===== src/rtl/nfca_pkg.sv =====
// Shared definitions for the ISO14443A receive path.
package nfca_pkg;

  typedef enum logic [1:0] {
    StIdle,
    StRecv,
    StDrop
  } nfca_rx_state_e;

  localparam int unsigned NFCA_BITS_PER_BYTE = 8;

  // Returns 1 when data plus parity bit do not carry an odd number of ones.
  function automatic logic nfca_odd_par_err(input logic [7:0] data, input logic par);
    return ~^{data, par};
  endfunction

endpackage


===== src/rtl/nfca_rx_tobytes.sv =====
// Byte assembler for the PICC-to-PCD receive path: groups LSB-first data bits into bytes,
// checks odd parity, flushes partial final bytes and issues one frame summary per frame.
module nfca_rx_tobytes
  import nfca_pkg::*;
#(
  parameter int unsigned  MAX_BYTES = 64,
  localparam int unsigned W         = $clog2(MAX_BYTES + 1)
) (
  input  logic         clk,
  input  logic         rst,
  input  logic         rx_bit_en,
  input  logic         rx_bit,
  input  logic         rx_end,
  input  logic         rx_end_err,
  input  logic         rx_end_col,
  output logic         rx_byte_en,
  output logic [7:0]   rx_byte,
  output logic [3:0]   rx_byte_bits,
  output logic         rx_byte_par_err,
  output logic         rx_frame_end,
  output logic         rx_frame_err,
  output logic         rx_frame_ovf,
  output logic         rx_frame_col,
  output logic         rx_frame_par_err,
  output logic [W-1:0] rx_frame_nbytes,
  output logic [3:0]   rx_frame_lastbits,
  output logic [W+2:0] rx_frame_colpos
);

  localparam logic [W-1:0] MaxBytesW = W'(MAX_BYTES);
  localparam logic [3:0]   ParBitCnt = 4'(NFCA_BITS_PER_BYTE);

  nfca_rx_state_e r_state, w_state_d;
  logic [7:0]     r_shreg, w_shreg_d;
  logic [3:0]     r_bitcnt, w_bitcnt_d;
  logic [W-1:0]   r_nbytes, w_nbytes_d;
  logic [W+2:0]   r_dbits, w_dbits_d;
  logic           r_par_err, w_par_err_d;
  // Frame summary deferred by one cycle behind a flushed partial byte.
  logic           r_pend, w_pend_d;
  logic           r_pend_err, w_pend_err_d;
  logic           r_pend_col, w_pend_col_d;
  logic [3:0]     r_pend_lastbits, w_pend_lastbits_d;

  logic           w_byte_en_d, w_byte_par_err_d;
  logic [7:0]     w_byte_d;
  logic [3:0]     w_byte_bits_d;
  logic           w_frame_end_d, w_frame_err_d, w_frame_ovf_d, w_frame_col_d, w_frame_par_err_d;
  logic [W-1:0]   w_frame_nbytes_d;
  logic [3:0]     w_frame_lastbits_d;
  logic [W+2:0]   w_frame_colpos_d;
  logic           w_perr;

  assign w_perr = nfca_odd_par_err(r_shreg, rx_bit);

  // Next-state and output decode: a coincident bit is applied before the end strobe.
  always_comb begin
    w_state_d          = r_state;
    w_shreg_d          = r_shreg;
    w_bitcnt_d         = r_bitcnt;
    w_nbytes_d         = r_nbytes;
    w_dbits_d          = r_dbits;
    w_par_err_d        = r_par_err;
    w_pend_d           = 1'b0;
    w_pend_err_d       = r_pend_err;
    w_pend_col_d       = r_pend_col;
    w_pend_lastbits_d  = r_pend_lastbits;
    w_byte_en_d        = 1'b0;
    w_byte_d           = rx_byte;
    w_byte_bits_d      = rx_byte_bits;
    w_byte_par_err_d   = rx_byte_par_err;
    w_frame_end_d      = 1'b0;
    w_frame_err_d      = rx_frame_err;
    w_frame_ovf_d      = rx_frame_ovf;
    w_frame_col_d      = rx_frame_col;
    w_frame_par_err_d  = rx_frame_par_err;
    w_frame_nbytes_d   = rx_frame_nbytes;
    w_frame_lastbits_d = rx_frame_lastbits;
    w_frame_colpos_d   = rx_frame_colpos;

    if (r_pend) begin
      // Second half of a flush; inputs in this cycle are ignored.
      w_frame_end_d      = 1'b1;
      w_frame_err_d      = r_pend_err;
      w_frame_ovf_d      = 1'b0;
      w_frame_col_d      = r_pend_col;
      w_frame_par_err_d  = r_par_err;
      w_frame_nbytes_d   = r_nbytes;
      w_frame_lastbits_d = r_pend_lastbits;
      w_frame_colpos_d   = r_pend_col ? r_dbits : '0;
    end else begin
      if (rx_bit_en) begin
        unique case (r_state)
          StIdle: begin
            w_shreg_d    = '0;
            w_shreg_d[0] = rx_bit;
            w_bitcnt_d   = 4'd1;
            w_nbytes_d   = '0;
            w_dbits_d    = (W+3)'(1);
            w_par_err_d  = 1'b0;
            w_state_d    = StRecv;
          end
          StRecv: begin
            if (r_bitcnt == 4'd0 && r_nbytes == MaxBytesW) begin
              w_state_d = StDrop;
            end else if (r_bitcnt < ParBitCnt) begin
              if (r_bitcnt == 4'd0) w_shreg_d = '0;
              w_shreg_d[r_bitcnt[2:0]] = rx_bit;
              w_bitcnt_d               = r_bitcnt + 4'd1;
              w_dbits_d                = r_dbits + (W+3)'(1);
            end else begin
              w_byte_en_d      = 1'b1;
              w_byte_d         = r_shreg;
              w_byte_bits_d    = ParBitCnt;
              w_byte_par_err_d = w_perr;
              w_par_err_d      = r_par_err | w_perr;
              w_nbytes_d       = r_nbytes + W'(1);
              w_bitcnt_d       = 4'd0;
            end
          end
          default: ;
        endcase
      end

      if (rx_end) begin
        unique case (w_state_d)
          StIdle: begin
            w_frame_end_d      = 1'b1;
            w_frame_err_d      = rx_end_err;
            w_frame_ovf_d      = 1'b0;
            w_frame_col_d      = rx_end_col;
            w_frame_par_err_d  = 1'b0;
            w_frame_nbytes_d   = '0;
            w_frame_lastbits_d = 4'd0;
            w_frame_colpos_d   = '0;
          end
          StRecv: begin
            if (w_bitcnt_d != 4'd0) begin
              w_byte_en_d       = 1'b1;
              w_byte_d          = w_shreg_d;
              w_byte_bits_d     = w_bitcnt_d;
              w_byte_par_err_d  = 1'b0;
              w_nbytes_d        = w_nbytes_d + W'(1);
              w_pend_d          = 1'b1;
              w_pend_err_d      = rx_end_err;
              w_pend_col_d      = rx_end_col;
              w_pend_lastbits_d = w_bitcnt_d;
              w_bitcnt_d        = 4'd0;
            end else begin
              w_frame_end_d      = 1'b1;
              w_frame_err_d      = rx_end_err;
              w_frame_ovf_d      = 1'b0;
              w_frame_col_d      = rx_end_col;
              w_frame_par_err_d  = w_par_err_d;
              w_frame_nbytes_d   = w_nbytes_d;
              w_frame_lastbits_d = 4'd0;
              w_frame_colpos_d   = rx_end_col ? w_dbits_d : '0;
            end
            w_state_d = StIdle;
          end
          default: begin
            w_frame_end_d      = 1'b1;
            w_frame_err_d      = 1'b1;
            w_frame_ovf_d      = 1'b1;
            w_frame_col_d      = rx_end_col;
            w_frame_par_err_d  = w_par_err_d;
            w_frame_nbytes_d   = MaxBytesW;
            w_frame_lastbits_d = 4'd0;
            w_frame_colpos_d   = rx_end_col ? w_dbits_d : '0;
            w_state_d          = StIdle;
          end
        endcase
      end
    end
  end

  // State, counters and registered outputs.
  always_ff @(posedge clk or posedge rst) begin
    if (rst) begin
      r_state           <= StIdle;
      r_shreg           <= '0;
      r_bitcnt          <= '0;
      r_nbytes          <= '0;
      r_dbits           <= '0;
      r_par_err         <= 1'b0;
      r_pend            <= 1'b0;
      r_pend_err        <= 1'b0;
      r_pend_col        <= 1'b0;
      r_pend_lastbits   <= '0;
      rx_byte_en        <= 1'b0;
      rx_byte           <= '0;
      rx_byte_bits      <= '0;
      rx_byte_par_err   <= 1'b0;
      rx_frame_end      <= 1'b0;
      rx_frame_err      <= 1'b0;
      rx_frame_ovf      <= 1'b0;
      rx_frame_col      <= 1'b0;
      rx_frame_par_err  <= 1'b0;
      rx_frame_nbytes   <= '0;
      rx_frame_lastbits <= '0;
      rx_frame_colpos   <= '0;
    end else begin
      r_state           <= w_state_d;
      r_shreg           <= w_shreg_d;
      r_bitcnt          <= w_bitcnt_d;
      r_nbytes          <= w_nbytes_d;
      r_dbits           <= w_dbits_d;
      r_par_err         <= w_par_err_d;
      r_pend            <= w_pend_d;
      r_pend_err        <= w_pend_err_d;
      r_pend_col        <= w_pend_col_d;
      r_pend_lastbits   <= w_pend_lastbits_d;
      rx_byte_en        <= w_byte_en_d;
      rx_byte           <= w_byte_d;
      rx_byte_bits      <= w_byte_bits_d;
      rx_byte_par_err   <= w_byte_par_err_d;
      rx_frame_end      <= w_frame_end_d;
      rx_frame_err      <= w_frame_err_d;
      rx_frame_ovf      <= w_frame_ovf_d;
      rx_frame_col      <= w_frame_col_d;
      rx_frame_par_err  <= w_frame_par_err_d;
      rx_frame_nbytes   <= w_frame_nbytes_d;
      rx_frame_lastbits <= w_frame_lastbits_d;
      rx_frame_colpos   <= w_frame_colpos_d;
    end
  end

endmodule

===== config.mk =====
export PLATFORM = sky130hd
export DESIGN_NAME = nfca_rx_tobytes
export DESIGN_NICKNAME = d
export VERILOG_FILES = /design/src/rtl/nfca_pkg.sv /design/src/rtl/nfca_rx_tobytes.sv
export SDC_FILE = /design/constraint.sdc
export NUM_CORES = 1
export LEC_CHECK = 0
export ABC_AREA = 1
export BUFFER_PORTS_ARGS = -buffer_cell sky130_fd_sc_hd__buf_2
export CAP_MARGIN = 10
export CORE_UTILIZATION = 56
export CTS_BUF_LIST = sky130_fd_sc_hd__clkbuf_4 sky130_fd_sc_hd__clkbuf_8
export DETAILED_ROUTE_END_ITERATION = 8
export PLACE_DENSITY = 0.79
export SYNTH_ARGS = -nofsm -noshare
export SYNTH_HDL_FRONTEND = slang
export SYNTH_SLANG_ARGS = --single-unit

===== constraint.sdc =====
create_clock -name clk -period 2.5 [get_ports clk]
set_input_delay 0.375 -clock clk [delete_from_list [all_inputs] [get_ports clk]]
set_output_delay 0.375 -clock clk [all_outputs]
set_load 0.05 [all_outputs]

== Word level (Yosys, flattened, before mapping) ==
Cells that the tools add are included.
Word-level totals
  register bits after elaboration: 79
  latch bits: 0
  bits in writable memories: 0
  bits in read-only memories: 0
  bits of input ports: 7
  output and inout port bits: 40
  logic and storage cells: 155
  memories: 0
Cells by class
  add/subtract/negate cells: 4
  multiply operators: 0
  div/mod/pow operators: 0
  magnitude comparators: 3
  equal/unequal tests: 4
  shift-type cells: 0
  multiplexer cells: 110
  bitwise gates (word level): 2
  reductions and logical operators: 10
Operators with widths (count)
  2-to-1 mux 8 bit: 16
  2-to-1 mux 10 bit: 8
  2-to-1 mux 4 bit: 18
  2-to-1 mux 7 bit: 10
  2-to-1 mux 1 bit: 40
  case mux 10 bit (2 select lines): 2
  case mux 7 bit (2 select lines): 2
  case mux 8 bit (2 select lines): 1
  adder 7 x 1 -> 7 bit, second input constant: 2
  adder 10 x 1 -> 10 bit, second input constant: 1
  2-to-1 mux 2 bit: 5
  XNOR reduction 9 bit: 1
  bitwise mux 8 bit: 1
  case mux 1 bit (2 select lines): 4
  case mux 4 bit (2 select lines): 1
  == test 7 bit, second input constant: 1
  adder 4 x 1 -> 4 bit, second input constant: 1
  == test 2 x 1 -> 1 bit, second input constant: 2
  zero test 2 bit: 2
  zero test 4 bit: 1
  less-than comparator 3 x 4 -> 1 bit, second input constant: 1
  less-than comparator 4 bit, second input constant: 1
  case mux 2 bit (2 select lines): 1
  AND reduction 4 bit: 1
  other kinds (9): 10

== Depth between registers and ports, before layout ==
Gate-level depths: netlist (run 1).
  word-level depth: 15
  mapped depth: 17
  depth with buffers taken out: 16

== Worst setup path before layout (run 1) ==
OpenSTA, ideal clock, no wires.
  kind: register to register
  from: reg r_bitcnt[0]
  to: reg rx_frame_colpos[0]
  library setup time: 0.118 ns
  arrival: 2.162 ns
  data required time: 2.382 ns
  path slack: 0.220 ns
  stages on the path, launching flop included: 16
  buffers on the path: 2
  clock period less this slack: 2.280 ns
  path through: dfrtp_1 > buf_2 > inv_1 > ha_1 > nand2_4 > nor2_4 > nand3_4 > nand3_2 > nor2_2 > nor2_4 > nand3_4 > a21oi_4 > nor2_8 > buf_4 > nand2_1 > nand2_1
Between the ends
  cells in the longest elaborated chain, start to end: 10
  elaborated cells on any way between the ends: 27
  those cells by class: add/sub (1); order compare (1); eq/ne (2); mux (18); reduce/logical (5)
Ends and longest elaborated chain
  from (decl): line nfca_rx_tobytes.sv:35  | logic [3:0] r_bitcnt, w_bitcnt_d;
  from (signal assigned): line nfca_rx_tobytes.sv:205  | r_bitcnt <= w_bitcnt_d;
  less-than comparator 4 bit or zero test 4 bit (tied branches): line nfca_rx_tobytes.sv:106, nfca_rx_tobytes.sv:104
  2-to-1 mux 10 bit or logical AND 1 bit (tied branches): line nfca_rx_tobytes.sv:106, nfca_rx_tobytes.sv:104
  2-to-1 mux 10 bit or 2-to-1 mux 2 bit (tied branches): line nfca_rx_tobytes.sv:104  | if (r_bitcnt == 4'd0 && r_nbytes == MaxBytesW) begin
  case mux 10 bit (2 select lines) or case mux 2 bit (2 select lines) (tied branches): line nfca_rx_tobytes.sv:93  | unique case (r_state)
  2-to-1 mux 10 bit or 2-to-1 mux 2 bit (tied branches): line nfca_rx_tobytes.sv:92  | if (rx_bit_en) begin
  2-to-1 mux 10 bit or 2-to-1 mux 2 bit (tied branches): line nfca_rx_tobytes.sv:157, nfca_rx_tobytes.sv:169, nfca_rx_tobytes.sv:81
  2-to-1 mux 10 bit, or another cell as far along: line nfca_rx_tobytes.sv:138  | if (w_bitcnt_d != 4'd0) begin
  case mux 10 bit (2 select lines): line nfca_rx_tobytes.sv:126  | unique case (w_state_d)
  2-to-1 mux 10 bit: line nfca_rx_tobytes.sv:125  | if (rx_end) begin
  2-to-1 mux 10 bit: line nfca_rx_tobytes.sv:81  | if (r_pend) begin
  to (signal assigned): line nfca_rx_tobytes.sv:224  | rx_frame_colpos <= w_frame_colpos_d;
  to (decl): line nfca_rx_tobytes.sv:27  | output logic [W+2:0] rx_frame_colpos
Parallel ways exist; a longest one is shown, timed or not. The select of a mux whose other input is x is not followed.
A chain may end at the register's enable or synchronous reset.

== Final worst setup path (run 1) ==
  from: reg r_nbytes[0]
  to: reg rx_frame_colpos[4]
Between the ends
  cells in the longest elaborated chain, start to end: 10
  elaborated cells on any way between the ends: 23
  those cells by class: eq/ne (3); mux (16); reduce/logical (4)
Ends and longest elaborated chain
  from (decl): line nfca_rx_tobytes.sv:36  | logic [W-1:0] r_nbytes, w_nbytes_d;
  from (signal assigned): line nfca_rx_tobytes.sv:206  | r_nbytes <= w_nbytes_d;
  == test 7 bit (*): line nfca_rx_tobytes.sv:104
  logical AND 1 bit (*): line nfca_rx_tobytes.sv:104
  2-to-1 mux 2 bit or 2-to-1 mux 10 bit (tied branches): line nfca_rx_tobytes.sv:104
  case mux 2 bit (2 select lines) or case mux 10 bit (2 select lines) (tied branches): line nfca_rx_tobytes.sv:93
  2-to-1 mux 2 bit or 2-to-1 mux 10 bit (tied branches): line nfca_rx_tobytes.sv:92
  2-to-1 mux 2 bit or 2-to-1 mux 10 bit (tied branches): line nfca_rx_tobytes.sv:81, nfca_rx_tobytes.sv:157, nfca_rx_tobytes.sv:169
  == test 2 x 1 -> 1 bit, or another cell as far along: line nfca_rx_tobytes.sv:126
  case mux 10 bit (2 select lines): line nfca_rx_tobytes.sv:126
  2-to-1 mux 10 bit: line nfca_rx_tobytes.sv:125
  2-to-1 mux 10 bit: line nfca_rx_tobytes.sv:81
Mark *: on every way between the ends. The rest lies on a longest branch, timed or not. The select of a mux whose other input is x is not followed.

==> metrics.log, run 1 <==
INFO  metric gp_congestion = between 0.9 and 1
INFO  metric fp.dieArea = approximately 8700 um^2
INFO  metric drc_errors = 0
INFO  metric main_area_contributors_after_synthesis = dfrtp_1, nand2_1, o21ai_0
INFO  metric holdWs = about 24 ps
INFO  metric endpoint_arrival_time_on_the_critical_path = about 2600 ps
INFO  metric yosys_warnings = 0
INFO  metric hold_class = in -> async
INFO  metric area_added_between_synthesis_and_finish = 15.8%
INFO  metric yosysUniqueCellTypes = 45
INFO  metric timing.fmax = roughly 430 MHz
INFO  metric grtUsageTotal = 30.8%
INFO  metric dpl-instance-area = between 5000 and 6000 um^2
INFO  metric p_leak = ~2.7 nW
INFO  metric asyncSetResetFlopFracSynth = 100%
INFO  metric tns = 0 ps
INFO  metric ctsHtreeMaxLevel = 3
INFO  metric drive_gt1_share = 19.7%
INFO  metric hold_viol_final = 0
INFO  metric die_w = just over 90 um
INFO  metric synth_commonest_cells = nand2_1, dfrtp_1, o21ai_0
INFO  metric yosys_register_bits = 79
INFO  metric cts.clk_slew.worst_paths = approximately 90 ps
INFO  metric synth.most_common_cell = nand2_1
INFO  metric grt_start_max_net_pins = 52
INFO  metric crit_path_max_fanout = 14
INFO  metric finalClockSkew = 17.6 ps
INFO  metric tritoncts = yes
INFO  metric post_layout_utilization_of_the_core = about two thirds
INFO  metric number_of_global_route_vias_before_repair = about 4.5k
INFO  metric grt_overflow_total = 0
INFO  metric run_status = finished, final reports clean
INFO  metric core_area = slightly below 8000 um^2
INFO  metric period_share = approximately 93%
INFO  metric fin_cells = approximately 800
INFO  metric drv.max_cap_violation_count = 0
INFO  metric route.vias.total = between 4k and 5k
INFO  metric r2r_setup_slack = around 170 ps
INFO  metric worst-endpoint-required = ~2800 ps
INFO  metric worstSkewPairLatency = ~360 ps
INFO  metric antenna_violations_before_repair = 0
INFO  metric critical_path_class = reg -> reg
INFO  metric cts_root_buf = clkbuf_8
INFO  metric synth.top_cell.area_share = 42.2%
INFO  metric reg2reg_to = rx_frame_colpos[4]
INFO  metric detail_route.wl_per_cell = roughly 16 um
INFO  metric detail_route.wirelength = between 10 and 15 mm
INFO  metric avg_cell_area_syn = between 7 and 8 um^2
INFO  metric crit_path_launch = r_nbytes[0]
INFO  metric finalSetupViolCount = 0
INFO  metric vias_per_cell = 5.71
INFO  metric worstReg2RegStart = r_nbytes[0]
INFO  metric count_of_nets_after_finishing = about 710
INFO  metric timing_max_transition_violations_final = 0
INFO  metric synth.cell_area = 4680 um^2
INFO  metric postCtsHoldBufs = 0
INFO  metric min_period = around 2300 ps
INFO  metric initial_utilization = 59.1%
INFO  metric dr.first_iter.drc_count = around 320
INFO  metric num_antenna_cells = 0
INFO  metric design_area = 5420 um^2
INFO  metric critical_path.startpoint_type = flop
INFO  metric buffer_ports.inserted = between 40 and 50
INFO  metric synth_ff_type = dfrtp_1
INFO  metric cts_num_sinks = about 80
INFO  metric total_power_per_unit_cell_area = 940 nW/um^2
INFO  metric grt_setup_unrepaired = false
INFO  metric slew-limit-headroom = a little under 60%
INFO  metric ant_nets = 0
INFO  metric max-vdd-ir-drop = around 550 uV
INFO  metric detailed_place_hpwl = roughly 8.8 mm
INFO  metric cts-buffers-inserted = 9
INFO  metric dpl.cell_count = between 700 and 800
INFO  metric grt_pass1_wl = approximately 21 mm
INFO  metric first_pass_iters = 7
INFO  metric ioPinCount = 47
INFO  metric max-clock-path-buffers = 2
INFO  metric placement_rows = 32
INFO  metric synth_edf_count = 0
INFO  metric synthesis.instances = 628
INFO  metric tightestPinTransition = approximately 600 ps
INFO  metric mappedNetlistNets = 641
INFO  metric yosysSeqAreaShare = between 40% and 50%
INFO  metric yosys.area.top_type = dfrtp_1
INFO  metric dieHeight = approximately 93 um
INFO  metric timing.reg2reg.worst_path_depth = 14
INFO  metric worst_setup_path_end_kind = flop
## report_power, final
| group | leakage [nW] | switching (mW) | internal (mW) | total, mW |
|---|---|---|---|---|
| Sequential | 1.06 | 0.208 | 1.54 | 1.74 |
| Combinational | 1.54 | 1.68 | 0.675 | 2.35 |
| Clock | 0.101 | 0.528 | 0.474 | 1.00 |
| Total | 2.70 | 2.41 | 2.68 | 5.10 |
## layout make-up
| cell class | instances | area, um^2 |
|---|---|---|
| flip-flops and latches | 79 | 1980 |
| well taps | 102 | 128 |
| repair buffers | 75 | 473 |
| clock inverters | 7 | 77.6 |
| inverters | 74 | 287 |
| fillers | 692 | 2500 |
| multi-input cells | 456 | 2360 |
| clock buffers | 9 | 124 |
## worst max-delay path: stages, from the launching register on
cell	delay, ps
dfrtp_1	410
inv_1	100
ha_1	220
nand2_1	80
nor2_2	50
nand3_4	140
nand3_2	120
nor2_2	160
nor2_4	70
nand3_4	150
a21oi_4	80
buf_12	150
nor2_4	330
nand2_1	110
nand2_1	80
## repair_timing
item,CTS,global route
gates resized for setup,0,10
endpoints found under the setup margin,0,39
setup buffers,0,4
## per-layer routing
metal	share of wire (%)	global-route usage, %	up-vias
met4	1.8	11.0	0
met2	48	51.5	188
met1	43	39.7	2165
li1	-	-	2207
met5	0	0	-
met3	6.9	5.85	23
## how the worst max path moves through the flow
| stage | cells after the start | slack, ps | end |
|---|---|---|---|
| 3_3_place_gp | 15 | 170 | rx_frame_colpos[8] |
| 6_report | 14 | 170 | rx_frame_colpos[4] |
| 5_1_grt | 14 | 10 | r_nbytes[4] |
| 4_1_cts | 14 | 120 | rx_frame_colpos[1] |
| 3_5_place_dp | 15 | 140 | rx_frame_colpos[1] |
| 2_1_floorplan | 1 | 100 | r_bitcnt[0] |
## cell families after synthesis
logic type,after synthesis,share of synthesized area (%)
flops,79,42.2
simple gates,320,31.5
xor+xnor,6,1.12
buf+inv,95,8.57
fa+ha+maj,6,1.60
compound gates,122,15.0
## flip-flops by register name, summed over array words and instances, names as in the netlist, 2 cells and up
| signal | count |
|---|---|
| r_pend_lastbits | 4 |
| r_shreg | 8 |
| r_nbytes | 7 |
| r_dbits | 10 |
| rx_frame_nbytes | 7 |
| rx_byte_bits | 4 |
| rx_byte | 8 |
| rx_frame_lastbits | 4 |
| r_bitcnt | 4 |
| rx_frame_colpos | 10 |
| r_state | 2 |
## metrics by stage
step | power (mW) | setup slack, ps
global route | 5.41 | 10.3
global placement | 3.91 | 173
floorplan | 3.42 | 102
finish | 5.10 | 174
CTS | 4.98 | 116
detailed placement | 3.98 | 135
## layout by cell type, fill, tap and decap left out, drive strengths merged, types with 2 or more instances in the layout
cell type  synthesis  routed
nand2            192     192
a21oi             20      20
o211ai             7       7
clkinv             1       3
nor2              50      52
o31ai              2       2
inv               73      76
nor4               3       3
nand3             50      50
o21bai             2       2
nand4             12      12
ha                 6       6
buf               10      75
nor3              10      10
o21ai             70      70
clkbuf            11       9
a31oi              2       2
a22oi              2       2
dfrtp             79      79
xnor2              5       5
o22ai             13      13
Note: power is estimated with default switching activity, not from simulation.
==> run 2: changes to the inputs <==
--- a/config.mk
+++ b/config.mk
@@ -8,6 +8,7 @@
 export ABC_AREA = 1
 export BUFFER_PORTS_ARGS = -buffer_cell sky130_fd_sc_hd__buf_2
 export CAP_MARGIN = 10
+export CORE_ASPECT_RATIO = 1.4
 export CORE_UTILIZATION = 56
 export CTS_BUF_LIST = sky130_fd_sc_hd__clkbuf_4 sky130_fd_sc_hd__clkbuf_8
 export DETAILED_ROUTE_END_ITERATION = 8
==> run 2 against run 1 <==
Critical path type unchanged. Setup slack worse by 28 ps. Cell count down 0.50%. Die area about the same. Cell area down 0.83%. Non-clock buffer count down 1. Clock-buffer cell count up 3. Sequential power about the same. Critical path depth unchanged. Highest routed layer unchanged.
==> metrics.log, run 2 (synthesized netlist as in run 1, its figures left out) <==
INFO  metric run_status = finished, final reports clean
INFO  metric ioPinCount = 47
INFO  metric worstReg2RegStart = r_nbytes[0]
INFO  metric dpl.cell_count = 779
INFO  metric endpoint_arrival_time_on_the_critical_path = roughly 2600 ps
INFO  metric worstSkewPairLatency = 360 ps
INFO  metric timing.critical_path.slowest_cell_delay = 430 ps
INFO  metric number_of_global_route_vias_before_repair = approximately 4.2k
INFO  metric cts_num_sinks = between 70 and 80
INFO  metric dpl-instance-area = ~5100 um^2
INFO  metric crit_path_max_fanout = 16
INFO  metric dr.first_iter.drc_count = between 200 and 300
INFO  metric dieHeight = around 110 um
INFO  metric critPathSlowestCell = dfrtp_1
INFO  metric grtUsageTotal = a little under a third
INFO  metric cts-buffers-inserted = 9
INFO  metric p_leak = 2.69 nW
INFO  metric worst_setup_path_end_kind = flop
INFO  metric ant_nets = 0
INFO  metric dp_slack = -67.6 ps
INFO  metric critPathBufInv = 2
INFO  metric crit_path_cell_trace = inv_1 -> ha_1 -> nand2_1 -> nor2_1 -> nand3_4 -> nand3_2 -> nor2_2 -> nor2_4 -> nand3_4 -> a21oi_4 -> nor2_8 -> buf_4 -> nand2_1 -> nand3_1
INFO  metric fin_cells = approximately 800
INFO  metric crit_path_launch = r_nbytes[0]
INFO  metric postCtsHoldBufs = 0
INFO  metric detail_route.wirelength = 12.2 mm
INFO  metric max-vdd-ir-drop = roughly 800 uV
INFO  metric finalClockSkew = 8.13 ps
INFO  metric detailed_place_hpwl = 8.97 mm
INFO  metric grt_start_max_net_pins = 43
INFO  metric buffer_ports.inserted = 46
INFO  metric timing_max_transition_violations_final = 0
INFO  metric commonest_non_fill_non_tap_cell_in_the_layout = nand2_1
INFO  metric critical_path.startpoint_type = flop
INFO  metric min_period = between 2000 and 2500 ps
INFO  metric core_area = between 8000 and 9000 um^2
INFO  metric grt_overflow_total = 0
INFO  metric critical_path_class = reg -> reg
INFO  metric drv.max_cap_violation_count = 0
INFO  metric final_critical_path_setup_slack = 146 ps
INFO  metric grt_pass1_wl = roughly 20 mm
INFO  metric filler_cell_count = 703
INFO  metric tightestPinTransition = roughly 720 ps
INFO  metric post_layout_utilization_of_the_core = ~66%
INFO  metric finalSetupViolCount = 0
INFO  metric hold_viol_final = 0
INFO  metric worst-endpoint-required = between 2000 and 3000 ps
INFO  metric max-clock-path-buffers = 2
INFO  metric reg_top3 = r_dbits x10, rx_frame_colpos x10
INFO  metric count_of_nets_after_finishing = a little over 700
INFO  metric slew-limit-headroom = 52.1%
INFO  metric period_share = a little over nine tenths
INFO  metric vias_per_cell = ~5.7
INFO  metric antenna_violations_before_repair = 0
INFO  metric grt_setup_unrepaired = true
INFO  metric initial_utilization = 57.5%
INFO  metric timing.fmax = between 400 and 500 MHz
INFO  metric cts.clk_slew.worst_paths = about 80 ps
INFO  metric area_added_between_synthesis_and_finish = 14.8%
INFO  metric gp_congestion = 0.953
INFO  metric first_pass_iters = 7
INFO  metric total_power_per_unit_cell_area = about 950 nW/um^2
INFO  metric mostFrequentLayoutCells = nand2_1, dfrtp_1, o21ai_0
INFO  metric drc_errors = 0
INFO  metric cp_top_family = simple AND/OR/NAND/NOR gates
INFO  metric ctsHtreeMaxLevel = 3
INFO  metric drive_gt1_share = 18.8%
INFO  metric cts_root_buf = clkbuf_8
INFO  metric design_area = approximately 5400 um^2
INFO  metric placement_rows = 39
INFO  metric hold_class = in -> async
INFO  metric fp.dieArea = 8740 um^2
INFO  metric detail_route.wl_per_cell = between 15 and 20 um
INFO  metric route.vias.total = approximately 4.5k
INFO  metric tritoncts = yes
INFO  metric die_w = ~79 um
INFO  metric num_antenna_cells = 0
## run 2: cell count changes in the layout (fill, tap and decap cells not counted), moves of 2 or more
cell	change
clkbuf_8	+2
inv_2	-2
inv_4	+2
inv_6	-4
nor2_1	+2
nor2_4	-4
## run 2: what timing repair did
item / in CTS / in global routing
resized for setup: 0 / 4
setup buffers: 0 / 4
hold endpoints to repair: 0 / 0
setup endpoints to repair: 0 / 33
## run 2: cell type report
class | instances | area (um^2) | share of cell area, %
multi-input cells | 454 | 2310 | 42.9
flip-flops and latches | 79 | 1980 | 36.8
repair buffers | 74 | 453 | 8.42
inverters | 74 | 284 | 5.28
clock buffers | 12 | 159 | 2.95
well taps | 102 | 128 | 2.37
clock inverters | 3 | 67.6 | 1.26
## run 2: per-stage QoR
step | hold slack [ps] | power [mW] | TNS [ps]
floorplan | 462 | 3.42 | 0
CTS | 110 | 5.07 | 0
global placement | 459 | 3.93 | -126
detailed placement | 463 | 3.98 | -258
global route | 144 | 5.40 | -24.0
finish | 102 | 5.10 | 0
## run 2: metal layers
metal	up-vias	track usage (%)	part of all wire [%]
li1	2200	-	-
met1	2108	35.8	40
met2	176	53.6	52
met3	29	4.53	5.1
met4	0	14.8	3.3
met5	-	0	0
## run 2: path summary, 6_finish.rpt
| path | end | slack [ps] | cells after the start |
|---|---|---|---|
| setup / recovery | rx_frame_nbytes[0] | 150 | 14 |
| hold / removal | r_pend_col | 100 | 2 |
| min in group clk | r_pend_col | 280 | 3 |
| setup reg to reg | rx_frame_nbytes[0] | 150 | 14 |
| max in group asynchronous | r_state[1] | 1730 | 3 |
| hold reg to reg | rx_frame_colpos[2] | 480 | 2 |
## run 2: power by group
| group | switching [mW] | internal (mW) |
|---|---|---|
| clock network | 0.474 | 0.623 |
| registers | 0.201 | 1.54 |
| logic | 1.62 | 0.646 |
| total | 2.29 | 2.81 |
## run 2: worst reg2reg max path, cell delays in order, from the launching register on
cell and delay, ps:
dfrtp_1 430, inv_1 120, ha_1 190, nand2_1 60, nor2_1 170, nand3_4 150, nand3_2 130, nor2_2 60
nor2_4 150, nand3_4 140, a21oi_4 230, nor2_8 100, buf_4 180, nand2_1 60, nand3_1 80
==> run 3: changes to the inputs <==
--- a/config.mk
+++ b/config.mk
@@ -9,10 +9,9 @@
 export BUFFER_PORTS_ARGS = -buffer_cell sky130_fd_sc_hd__buf_2
 export CAP_MARGIN = 10
 export CORE_ASPECT_RATIO = 1.4
-export CORE_UTILIZATION = 56
+export CORE_UTILIZATION = 45
 export CTS_BUF_LIST = sky130_fd_sc_hd__clkbuf_4 sky130_fd_sc_hd__clkbuf_8
 export DETAILED_ROUTE_END_ITERATION = 8
-export PLACE_DENSITY = 0.79
 export SYNTH_ARGS = -nofsm -noshare
 export SYNTH_HDL_FRONTEND = slang
 export SYNTH_SLANG_ARGS = --single-unit
==> constraint.sdc (replaced) <==
create_clock -name clk -period 2.6 [get_ports clk]
set_input_delay 0.39 -clock clk [delete_from_list [all_inputs] [get_ports clk]]
set_output_delay 0.39 -clock clk [all_outputs]
set_load 0.05 [all_outputs]
==> run 3 against run 2 <==
Sequential power decreased by 5%. Worst hold slack got worse by 11 ps. Global-route usage decreased by 5.1 points. Non-clock buffer count increased by 1.
==> metrics.log, run 3 (synthesized netlist as in run 1, its figures left out) <==
INFO  metric tritoncts = yes
INFO  metric dr.first_iter.drc_count = ~280
INFO  metric total_power_per_unit_cell_area = ~890 nW/um^2
INFO  metric finalClockSkew = 15.1 ps
INFO  metric max-vdd-ir-drop = ~530 uV
INFO  metric hold_viol_final = 0
INFO  metric grt_setup_unrepaired = false
INFO  metric dieHeight = approximately 120 um
INFO  metric p_leak = ~2.7 nW
INFO  metric number_of_global_route_vias_before_repair = 4177
INFO  metric placement_rows = 43
INFO  metric worst-endpoint-required = slightly below 3000 ps
INFO  metric detail_route.wirelength = approximately 13 mm
INFO  metric holdWs = just over 90 ps
INFO  metric reg_top3 = r_dbits x10, rx_frame_colpos x10
INFO  metric detail_route.wl_per_cell = 15.2 um
INFO  metric fp.dieArea = 10800 um^2
INFO  metric num_antenna_cells = 0
INFO  metric finalSetupViolCount = 0
INFO  metric first_pass_iters = 4
INFO  metric worst_setup_path_end_kind = flop
INFO  metric cts_root_buf = clkbuf_8
INFO  metric timing.fmax = between 400 and 500 MHz
INFO  metric ant_nets = 0
INFO  metric detailed_place_hpwl = roughly 9.2 mm
INFO  metric endpoint_arrival_time_on_the_critical_path = roughly 2700 ps
INFO  metric grt.busiest_layer = met2
INFO  metric critical_path_class = reg -> reg
INFO  metric route.vias.total = 4378
INFO  metric grtUsageTotal = between 20% and 30%
INFO  metric tns = 0 ps
INFO  metric hold_class = in -> async
INFO  metric critical_path.startpoint_type = flop
INFO  metric min_period = approximately 2400 ps
INFO  metric antenna_violations_before_repair = 0
INFO  metric buffer_ports.inserted = 46
INFO  metric count_of_nets_after_finishing = 707
INFO  metric crit_path_max_fanout = 7
INFO  metric use_met2 = ~44%
INFO  metric met3_usage = ~4.1%
INFO  metric cts_num_sinks = 79
INFO  metric timing_max_transition_violations_final = 0
INFO  metric mostFrequentLayoutCells = nand2_1, dfrtp_1, o21ai_0
INFO  metric commonest_non_fill_non_tap_cell_in_the_layout = nand2_1
INFO  metric max-clock-path-buffers = 2
INFO  metric area_added_between_synthesis_and_finish = 16.0%
INFO  metric drc_errors = 0
INFO  metric core_area = ~10000 um^2
INFO  metric ctsHtreeMaxLevel = 3
INFO  metric drive_gt1_share = between 10% and 20%
INFO  metric cts.clk_slew.worst_paths = approximately 90 ps
INFO  metric gp_congestion = 0.939
INFO  metric die_w = 88.2 um
INFO  metric tightestPinTransition = 714 ps
INFO  metric dp_slack = 163 ps
INFO  metric filler_cell_count = 1026
INFO  metric cts-buffers-inserted = 9
INFO  metric use_met1 = around 31%
INFO  metric drv.max_cap_violation_count = 0
INFO  metric final_critical_path_setup_slack = 248 ps
INFO  metric worstSkewPairLatency = approximately 370 ps
INFO  metric postCtsHoldBufs = 0
INFO  metric grt_start_max_net_pins = 43
INFO  metric initial_utilization = a little under half
INFO  metric run_status = finished, final reports clean
INFO  metric ioPinCount = between 40 and 50
INFO  metric grt_pass1_wl = just over 20 mm
INFO  metric period_share = around 90%
INFO  metric grt_overflow_total = 0
INFO  metric vias_per_cell = between 5 and 6
INFO  metric slew-limit-headroom = between 50% and 60%
-- run 3: path summary, 6_finish.rpt --
kind	slack [ps]	end	start	cells past startpoint
hold / removal	90	r_dbits[1]	rst	2
max in group asynchronous	1840	rx_byte[4]	rst	3
setup reg to reg	250	r_nbytes[4]	r_state[1]	15
hold reg to reg	480	rx_frame_colpos[2]	rx_frame_colpos[2]	2
min in group clk	270	r_pend_col	rx_end_col	3
setup / recovery	250	r_nbytes[4]	r_state[1]	15
-- run 3: worst max-delay path, cell delays in order, from the launching register on --
cell	delay (ps)
dfrtp_1	460
nor2_4	210
inv_2	130
buf_4	190
nor2_2	160
inv_2	90
nor2_1	90
nor2_1	40
o21ai_0	140
inv_1	110
ha_1	250
nand3_1	100
nor2_2	60
nand2_1	60
nand2_1	40
o21ai_1	140
-- run 3: area by class of cell --
type                    count  area, um^2  area share, %
repair buffers             75         473           8.70
clock inverters             7        80.1           1.47
multi-input cells         455        2330           42.9
clock buffers               9         124           2.28
flip-flops and latches     79        1980           36.4
inverters                  74         282           5.18
well taps                 135         169           3.11
-- run 3: routing by layer --
layer,vias to the layer above,share of wire (%)
met3,16,2.9
met4,0,1.9
li1,2201,-
met1,2074,43
met5,-,0
met2,87,52
-- run 3: report_power, final --
part	internal, mW	switching (mW)
clock	0.453	0.499
combinational	0.618	1.58
sequential	1.48	0.187
-- run 3: metrics by stage --
| step | util (%) | total power, mW | instance area [um^2] | instances |
|---|---|---|---|---|
| global placement | 51.8 | 3.84 | 5190 | 816 |
| CTS | 53.9 | 4.83 | 5390 | 832 |
| finish | 54.3 | 4.81 | 5430 | 834 |
| detailed placement | 51.8 | 3.87 | 5190 | 816 |
| global route | 54.3 | 5.16 | 5430 | 834 |
| floorplan | - | 3.29 | 4680 | 628 |
-- run 3: timing repair --
item | 4_1_cts | 5_1_grt
buffers inserted | 0 | 1
endpoints found under the setup margin | 0 | 13
resized for setup | 0 | 2
